`src/rtl/pwm_ramp_controller_if.sv`:
```
`default_nettype none
// ============================================================================
// Module   : pwm_ramp_controller_if
// Purpose  : Signal bundle between the motor-control front end and the PWM
//            ramp sequencer. Carries the target/direction request inputs and
//            the duty/direction/busy results handed on to the PWM and bridge.
// Ports    : sw        target duty magnitude (0 = stop)
//            dir_req   requested motor direction (level)
//            en        run enable
//            period_e  PWM period-start flag from the timer (clk-synchronous)
//            duty      duty value for the PWM CCR
//            dir       direction applied to the H-bridge
//            busy      sequencer is moving duty or waiting out dead-time
// Modports : master drives the requests and observes the results;
//            slave is the sequencer side.
// Revision : 1.0  initial release
// ============================================================================
interface pwm_ramp_controller_if #(
  parameter int DUTY_W = 7
);
  logic [DUTY_W-1:0] sw;
  logic              dir_req;
  logic              en;
  logic              period_e;
  logic [DUTY_W-1:0] duty;
  logic              dir;
  logic              busy;

  modport master (
    output sw, dir_req, en, period_e,
    input  duty, dir, busy
  );

  modport slave (
    input  sw, dir_req, en, period_e,
    output duty, dir, busy
  );
endinterface
`default_nettype wire

```
`src/rtl/pwm_ramp_controller.sv`:
```
`default_nettype none
// ============================================================================
// Module   : pwm_ramp_controller
// Purpose  : Soft-start / soft-stop and direction sequencer in front of the
//            PWM duty register. The applied duty slews toward the target by at
//            most STEP per ramp tick; a direction reversal first brakes the
//            duty to zero, then holds zero for DEAD_PER PWM periods before the
//            new direction reaches the H-bridge.
// Ports    : clk    system clock, all logic on its rising edge
//            rst_n  asynchronous active-low reset
//            bus    pwm_ramp_controller_if.slave
//                     in : sw, dir_req, en, period_e
//                     out: duty, dir, busy
// Params   : DUTY_W    width of duty/target values
//            STEP      largest duty change per ramp tick (1..2^DUTY_W-1)
//            RAMP_DIV  PWM periods per ramp tick (1..15)
//            DEAD_PER  PWM periods of zero duty before DIR flips (1..15)
// Revision : 1.0  initial release
// ============================================================================
module pwm_ramp_controller #(
  parameter int DUTY_W   = 7,
  parameter int STEP     = 4,
  parameter int RAMP_DIV = 1,
  parameter int DEAD_PER = 4
) (
  input  logic                 clk,
  input  logic                 rst_n,
  pwm_ramp_controller_if.slave bus
);

  localparam int                CNT_W     = 4;
  localparam logic [CNT_W-1:0]  DIV_LAST  = CNT_W'(RAMP_DIV - 1);
  localparam logic [CNT_W-1:0]  DEAD_LAST = CNT_W'(DEAD_PER - 1);
  localparam logic [DUTY_W-1:0] STEP_W    = DUTY_W'(STEP);
  localparam logic [DUTY_W-1:0] DUTY_MAX  = {DUTY_W{1'b1}};

  typedef enum logic [2:0] {
    ST_IDLE  = 3'd0,
    ST_RAMP  = 3'd1,
    ST_HOLD  = 3'd2,
    ST_BRAKE = 3'd3,
    ST_DEAD  = 3'd4
  } state_t;

  // --------------------------------------------------------------------------
  // Registers
  // --------------------------------------------------------------------------
  state_t            state_q, state_d;
  logic [DUTY_W-1:0] duty_q,  duty_d;
  logic              dir_q,   dir_d;
  logic              pe_q,    pe_d;
  logic [CNT_W-1:0]  div_q,   div_d;
  logic [CNT_W-1:0]  dead_q,  dead_d;

  // --------------------------------------------------------------------------
  // Combinational helpers
  // --------------------------------------------------------------------------
  logic              per_tick;
  logic              ramp_tick;
  logic [DUTY_W-1:0] tgt;
  logic              dir_mismatch;
  logic [DUTY_W:0]   up_sum;
  logic [DUTY_W-1:0] up_sat;
  logic [DUTY_W-1:0] up_val;
  logic [DUTY_W-1:0] dn_sat;
  logic [DUTY_W-1:0] dn_val;
  logic [DUTY_W-1:0] ramp_val;
  logic [DUTY_W-1:0] brake_val;

  // --------------------------------------------------------------------------
  // Period edge detect and ramp divider.
  // A level held high on period_e yields a single per_tick; the divider is
  // free-running over per_ticks so the ramp cadence does not depend on the
  // current state.
  // --------------------------------------------------------------------------
  always_comb begin
    pe_d      = bus.period_e;
    per_tick  = bus.period_e & ~pe_q;
    div_d     = div_q;
    ramp_tick = 1'b0;
    if (per_tick) begin
      if (div_q == DIV_LAST) begin
        div_d     = '0;
        ramp_tick = 1'b1;
      end else begin
        div_d = div_q + CNT_W'(1);
      end
    end
  end

  // --------------------------------------------------------------------------
  // Duty datapath.
  // The upward step is formed one bit wider so that a carry out saturates at
  // full scale instead of wrapping; both directions then clamp at the target
  // so the last step is exactly the remaining distance.
  // --------------------------------------------------------------------------
  always_comb begin
    tgt          = bus.en ? bus.sw : '0;
    dir_mismatch = (bus.dir_req != dir_q);

    up_sum = {1'b0, duty_q} + {1'b0, STEP_W};
    up_sat = up_sum[DUTY_W] ? DUTY_MAX : up_sum[DUTY_W-1:0];
    up_val = (up_sat > tgt) ? tgt : up_sat;

    dn_sat = (duty_q > STEP_W) ? (duty_q - STEP_W) : '0;
    dn_val = (dn_sat < tgt) ? tgt : dn_sat;

    if (tgt > duty_q) begin
      ramp_val = up_val;
    end else if (tgt < duty_q) begin
      ramp_val = dn_val;
    end else begin
      ramp_val = duty_q;
    end

    // Braking ignores the target: it always heads for zero.
    brake_val = dn_sat;
  end

  // --------------------------------------------------------------------------
  // Sequencer next-state logic.
  // RAMP, HOLD and BRAKE share one ramp-tick update: a direction mismatch
  // (while enabled) takes priority and brakes, otherwise duty slews toward
  // the target. Arriving at the target decides HOLD versus IDLE.
  // --------------------------------------------------------------------------
  always_comb begin
    state_d = state_q;
    duty_d  = duty_q;
    dir_d   = dir_q;
    dead_d  = dead_q;

    case (state_q)
      ST_IDLE: begin
        duty_d = '0;
        if (ramp_tick && bus.en && (bus.sw != '0)) begin
          if (dir_mismatch) begin
            state_d = ST_DEAD;
            dead_d  = '0;
          end else begin
            state_d = ST_RAMP;
          end
        end
      end

      ST_RAMP, ST_HOLD, ST_BRAKE: begin
        if (ramp_tick) begin
          if (bus.en && dir_mismatch) begin
            duty_d = brake_val;
            if (brake_val == '0) begin
              state_d = ST_DEAD;
              dead_d  = '0;
            end else begin
              state_d = ST_BRAKE;
            end
          end else begin
            duty_d = ramp_val;
            if (ramp_val == tgt) begin
              state_d = (tgt == '0) ? ST_IDLE : ST_HOLD;
            end else begin
              state_d = ST_RAMP;
            end
          end
        end
      end

      ST_DEAD: begin
        // Dead-time counts raw PWM periods; the ramp divider is bypassed.
        duty_d = '0;
        if (per_tick) begin
          if (dead_q == DEAD_LAST) begin
            dead_d  = '0;
            dir_d   = bus.dir_req;
            state_d = (tgt == '0) ? ST_IDLE : ST_RAMP;
          end else begin
            dead_d = dead_q + CNT_W'(1);
          end
        end
      end

      default: begin
        state_d = ST_IDLE;
        duty_d  = '0;
        dead_d  = '0;
      end
    endcase
  end

  // --------------------------------------------------------------------------
  // State register
  // --------------------------------------------------------------------------
  always_ff @(posedge clk or negedge rst_n) begin
    if (!rst_n) begin
      state_q <= ST_IDLE;
      duty_q  <= '0;
      dir_q   <= 1'b0;
      pe_q    <= 1'b0;
      div_q   <= '0;
      dead_q  <= '0;
    end else begin
      state_q <= state_d;
      duty_q  <= duty_d;
      dir_q   <= dir_d;
      pe_q    <= pe_d;
      div_q   <= div_d;
      dead_q  <= dead_d;
    end
  end

  // --------------------------------------------------------------------------
  // Outputs come straight from flops so the CCR sees a glitch-free value.
  // --------------------------------------------------------------------------
  assign bus.duty = duty_q;
  assign bus.dir  = dir_q;
  assign bus.busy = (state_q != ST_IDLE) && (state_q != ST_HOLD);

endmodule
`default_nettype wire
```
`src/flat_wrapper.sv`:
```
// flat-port wrapper written by rule: the top's interface ports become plain ports
module pwm_ramp_controller_flat 
#(
  parameter int DUTY_W   = 7,
  parameter int STEP     = 4,
  parameter int RAMP_DIV = 1,
  parameter int DEAD_PER = 4
)
  (clk, rst_n, bus_sw, bus_dir_req, bus_en, bus_period_e, bus_duty, bus_dir, bus_busy);
  pwm_ramp_controller_if #(.DUTY_W(DUTY_W)) bus_i ();
  input  logic clk;
  input  logic rst_n;
  input wire logic [$bits(bus_i.sw)-1:0] bus_sw;
  input wire logic [$bits(bus_i.dir_req)-1:0] bus_dir_req;
  input wire logic [$bits(bus_i.en)-1:0] bus_en;
  input wire logic [$bits(bus_i.period_e)-1:0] bus_period_e;
  output wire logic [$bits(bus_i.duty)-1:0] bus_duty;
  output wire logic [$bits(bus_i.dir)-1:0] bus_dir;
  output wire logic [$bits(bus_i.busy)-1:0] bus_busy;
  assign bus_i.sw = bus_sw;
  assign bus_i.dir_req = bus_dir_req;
  assign bus_i.en = bus_en;
  assign bus_i.period_e = bus_period_e;
  assign bus_duty = bus_i.duty;
  assign bus_dir = bus_i.dir;
  assign bus_busy = bus_i.busy;
  pwm_ramp_controller #(.DUTY_W(DUTY_W), .STEP(STEP), .RAMP_DIV(RAMP_DIV), .DEAD_PER(DEAD_PER)) u_core (.clk(clk), .rst_n(rst_n), .bus(bus_i));
endmodule
```
`config.mk`:
```
export PLATFORM = sky130hd
export DESIGN_NAME = pwm_ramp_controller_flat
export DESIGN_NICKNAME = d
export VERILOG_FILES = /design/src/rtl/pwm_ramp_controller_if.sv /design/src/rtl/pwm_ramp_controller.sv /design/src/flat_wrapper.sv
export SDC_FILE = /design/constraint.sdc
export NUM_CORES = 1
export LEC_CHECK = 0
export CAP_MARGIN = 5
export CORE_AREA = 5 5 73 69
export CTS_BUF_LIST = sky130_fd_sc_hd__clkbuf_8 sky130_fd_sc_hd__clkbuf_16
export CTS_CLUSTER_SIZE = 40
export DETAILED_ROUTE_END_ITERATION = 16
export DIE_AREA = 0 0 78 74
export PLACE_DENSITY = 0.79
export SLEW_MARGIN = 20
export SYNTH_ARGS = -nofsm -noshare
export SYNTH_HDL_FRONTEND = slang
export SYNTH_SLANG_ARGS = --single-unit
export TNS_END_PERCENT = 30
```
`constraint.sdc`:
```
create_clock -name clk -period 4.3 [get_ports clk]
set_input_delay 0.645 -clock clk [delete_from_list [all_inputs] [get_ports clk]]
set_output_delay 0.645 -clock clk [all_outputs]
set_load 0.05 [all_outputs]
```
==> impl_metrics.tcl <==
set metrics [dict create \
    path_clk_slew_ps 80 \
    max_freq_ghz 0.245 \
    layout.cells.non_filler 388 \
    io_pins 21 \
    drc_errors 0 \
    final_antenna_net_count 0 \
    ys_top_cells_by_area "dfrtp_1, ha_1, nand2_1" \
    yosysMostFrequentCell "nand2_1" \
    yosysWarnings 0 \
    ys_seq_elements 20 \
    nFillCells 370 \
    cts_max_level 1 \
    grt_usage 0.252 \
    dr.first_iter.drc_count 366 \
    postCtsHoldBufs 0 \
    port_buffers 20 \
    tightest_slew_ps 909 \
    syn_area_mm2 0.00237 \
    max_cap_viol_count 0 \
    dp_hpwl_um 5820 \
    drt_wl_total_um 7280 \
    syn2layout_area_growth_pct 17.6 \
    fp.dieW_um 78 \
    cts_inserted_buffers 3 \
    p_leak_nw 1.27 \
    setup_tns_ps 0 \
    drv_slew 0 \
    final_area_mm2 0.00279 \
    cts_tree "done" \
    cts_root_buffer "clkbuf_8" \
    route.vias.total 2571 \
    start_util 0.561 \
    seq_area_frac_synth 0.211 \
    ys.flop_type "dfrtp_1" \
    min_period_ps 4080 \
    min_path_type "flop to flop" \
    firstDrtPassIters 5 \
    vias_per_cell 6.63 \
    diodes 0 \
    post_cts_buffers 0 \
    path_delay_family "compound AO/OA/AOI/OAI gates" \
    cts-resized-gates 0 \
    clk_latency_ps 260 \
    crit_chain "inv_1 -> ha_1 -> or3b_2 -> a21oi_1 -> inv_1 -> ha_1 -> nand4_1 -> nor2_1 -> a221o_2 -> mux2i_1 -> a221o_1 -> xnor2_1 -> o2111ai_1 -> o41ai_2 -> nand2_1" \
    die-area_mm2 0.00577 \
    synth_edf_count 0 \
    ir_drop_mv 0.372 \
    drive_gt1_frac 0.107 \
    crit_type "flop to flop" \
    placed_cell_area_mm2 0.00271 \
    power_mw 1.29 \
    synth_top_cell_area_share 0.211 \
    rsz0062_at_grt "false" \
    critPathBufInv 2 \
    slowest_delay_ps 470 \
    num-nets-final 377 \
    grt_max_degree 21 \
    wl_per_cell_um 18.8 \
    period_share 0.949 \
    core_region_area_mm2 0.00423 \
    synth_common_cells "nand2_1, nor2_1, ha_1" \
    syn_inst 309 \
    powerDensity_mw_per_mm2 463 \
    synth_nets 347 \
    async_flop_share 1.00 \
    overflow 0 \
    critPathMaxFanout 6 \
    critPathLaunchType "flop" \
    crit_path_top_delay_cell "a221o_2" \
    antenna_found_initial 0 \
    die_h_um 74 \
    setup_viol 0 \
    cts_buffer_depth 2 \
    endpoint_kind "flop" \
    dpl.cell_count 384 \
    status "finished clean" \
    place_congestion 1.03 \
    holdWs_ps 489 \
    hold_viol_final 0 \
    synth_cell_types 57 \
    cts_sinks 20 \
    rows 23 \
    arrival_ps 4220 \
    synth.avg_cell_area_um2 7.68 \
    yosys.area.top_type "dfrtp_1" \
    cp_data_required_time_ps 4440 \
    grt_pass1_vias 2396 \
    grt_first_pass_wirelength_um 11700 \
    skew_ps 5.36 \
    relSlewSlack 0.392 \
]
-- flip-flops by register name (all words and copies together), names as in the netlist --
signal,cells
u_core.div_q,4
u_core.state_q,3
u_core.dead_q,4
u_core.pe_q,1
u_core.bus.duty,7
u_core.bus.dir,1
-- worst paths after layout --
| kind | startpoint | to | slack, ps | depth (start not counted) |
|---|---|---|---|---|
| worst max-delay path | u_core.bus.duty[3] | u_core.state_q[0] | 220 | 15 |
| worst min-delay path | u_core.div_q[3] | u_core.div_q[3] | 490 | 1 |
| worst max register to register | u_core.bus.duty[3] | u_core.state_q[0] | 220 | 15 |
| worst min register to register | u_core.div_q[3] | u_core.div_q[3] | 490 | 1 |
| max in group asynchronous | rst_n | u_core.dead_q[2] | 2840 | 1 |
| min in group asynchronous | rst_n | u_core.div_q[3] | 890 | 1 |
-- report_power, final --
group	internal, mW	switching [mW]
combinational	0.321	0.511
clock	0.124	0.0606
sequential	0.227	0.0480
-- metrics by stage --
step           worst slack (ps)   util
6_report                    220  0.660
5_1_grt                    3.69  0.660
4_1_cts                     215  0.657
3_5_place_dp                181  0.641
3_3_place_gp                237  0.641
2_1_floorplan               192      -
-- cells in the final DEF (no fill, tap or decap), drive strengths merged, types with 3 or more instances in the layout --
master         instances
and3                   4
a31oi                  5
xnor2                  5
nor2b                  6
a21oi                 23
inv                   17
ha                    26
o22ai                  4
o41ai                  4
nor3                   5
or2                    3
nand2b                 4
clkbuf                 3
nand4                  6
a211oi                 5
buf                   17
nand3                 14
o21ai                 22
clkdlybuf4s50         20
nand2                 32
a22o                   3
o211ai                 7
mux2i                  7
dfrtp                 20
nor2                  31
-- per-layer routing --
metal	part of all wire	vias up	global-route usage
li1	-	1216	-
met1	0.44	1184	0.361
met2	0.43	150	0.386
met3	0.11	21	0.0690
met4	0.018	0	0.0525
met5	0	-	0
-- cells by family (layout without fill, tap and decap cells) --
family	after synthesis	in the layout	share of synthesized area
flip-flops	20	20	0.211
XOR/XNOR	7	7	0.0258
buffers and inverters	29	58	0.0496
multiplexers	9	9	0.0390
AND/OR/NAND/NOR	119	119	0.251
adder cells (fa/ha/maj)	26	26	0.137
AO/OA/AOI/OAI	99	99	0.287
-- cell type report --
| cell class | count | area [um2] | area share |
|---|---|---|---|
| clock buffers | 3 | 41.3 | 0.0148 |
| clock inverters | 1 | 30.0 | 0.0108 |
| inverters | 17 | 63.8 | 0.0229 |
| multi-input cells | 260 | 1770 | 0.632 |
| flip-flops and latches | 20 | 500 | 0.179 |
| well taps | 50 | 62.6 | 0.0224 |
| repair buffers | 37 | 328 | 0.117 |
Note: power is estimated with default switching activity, not from simulation.
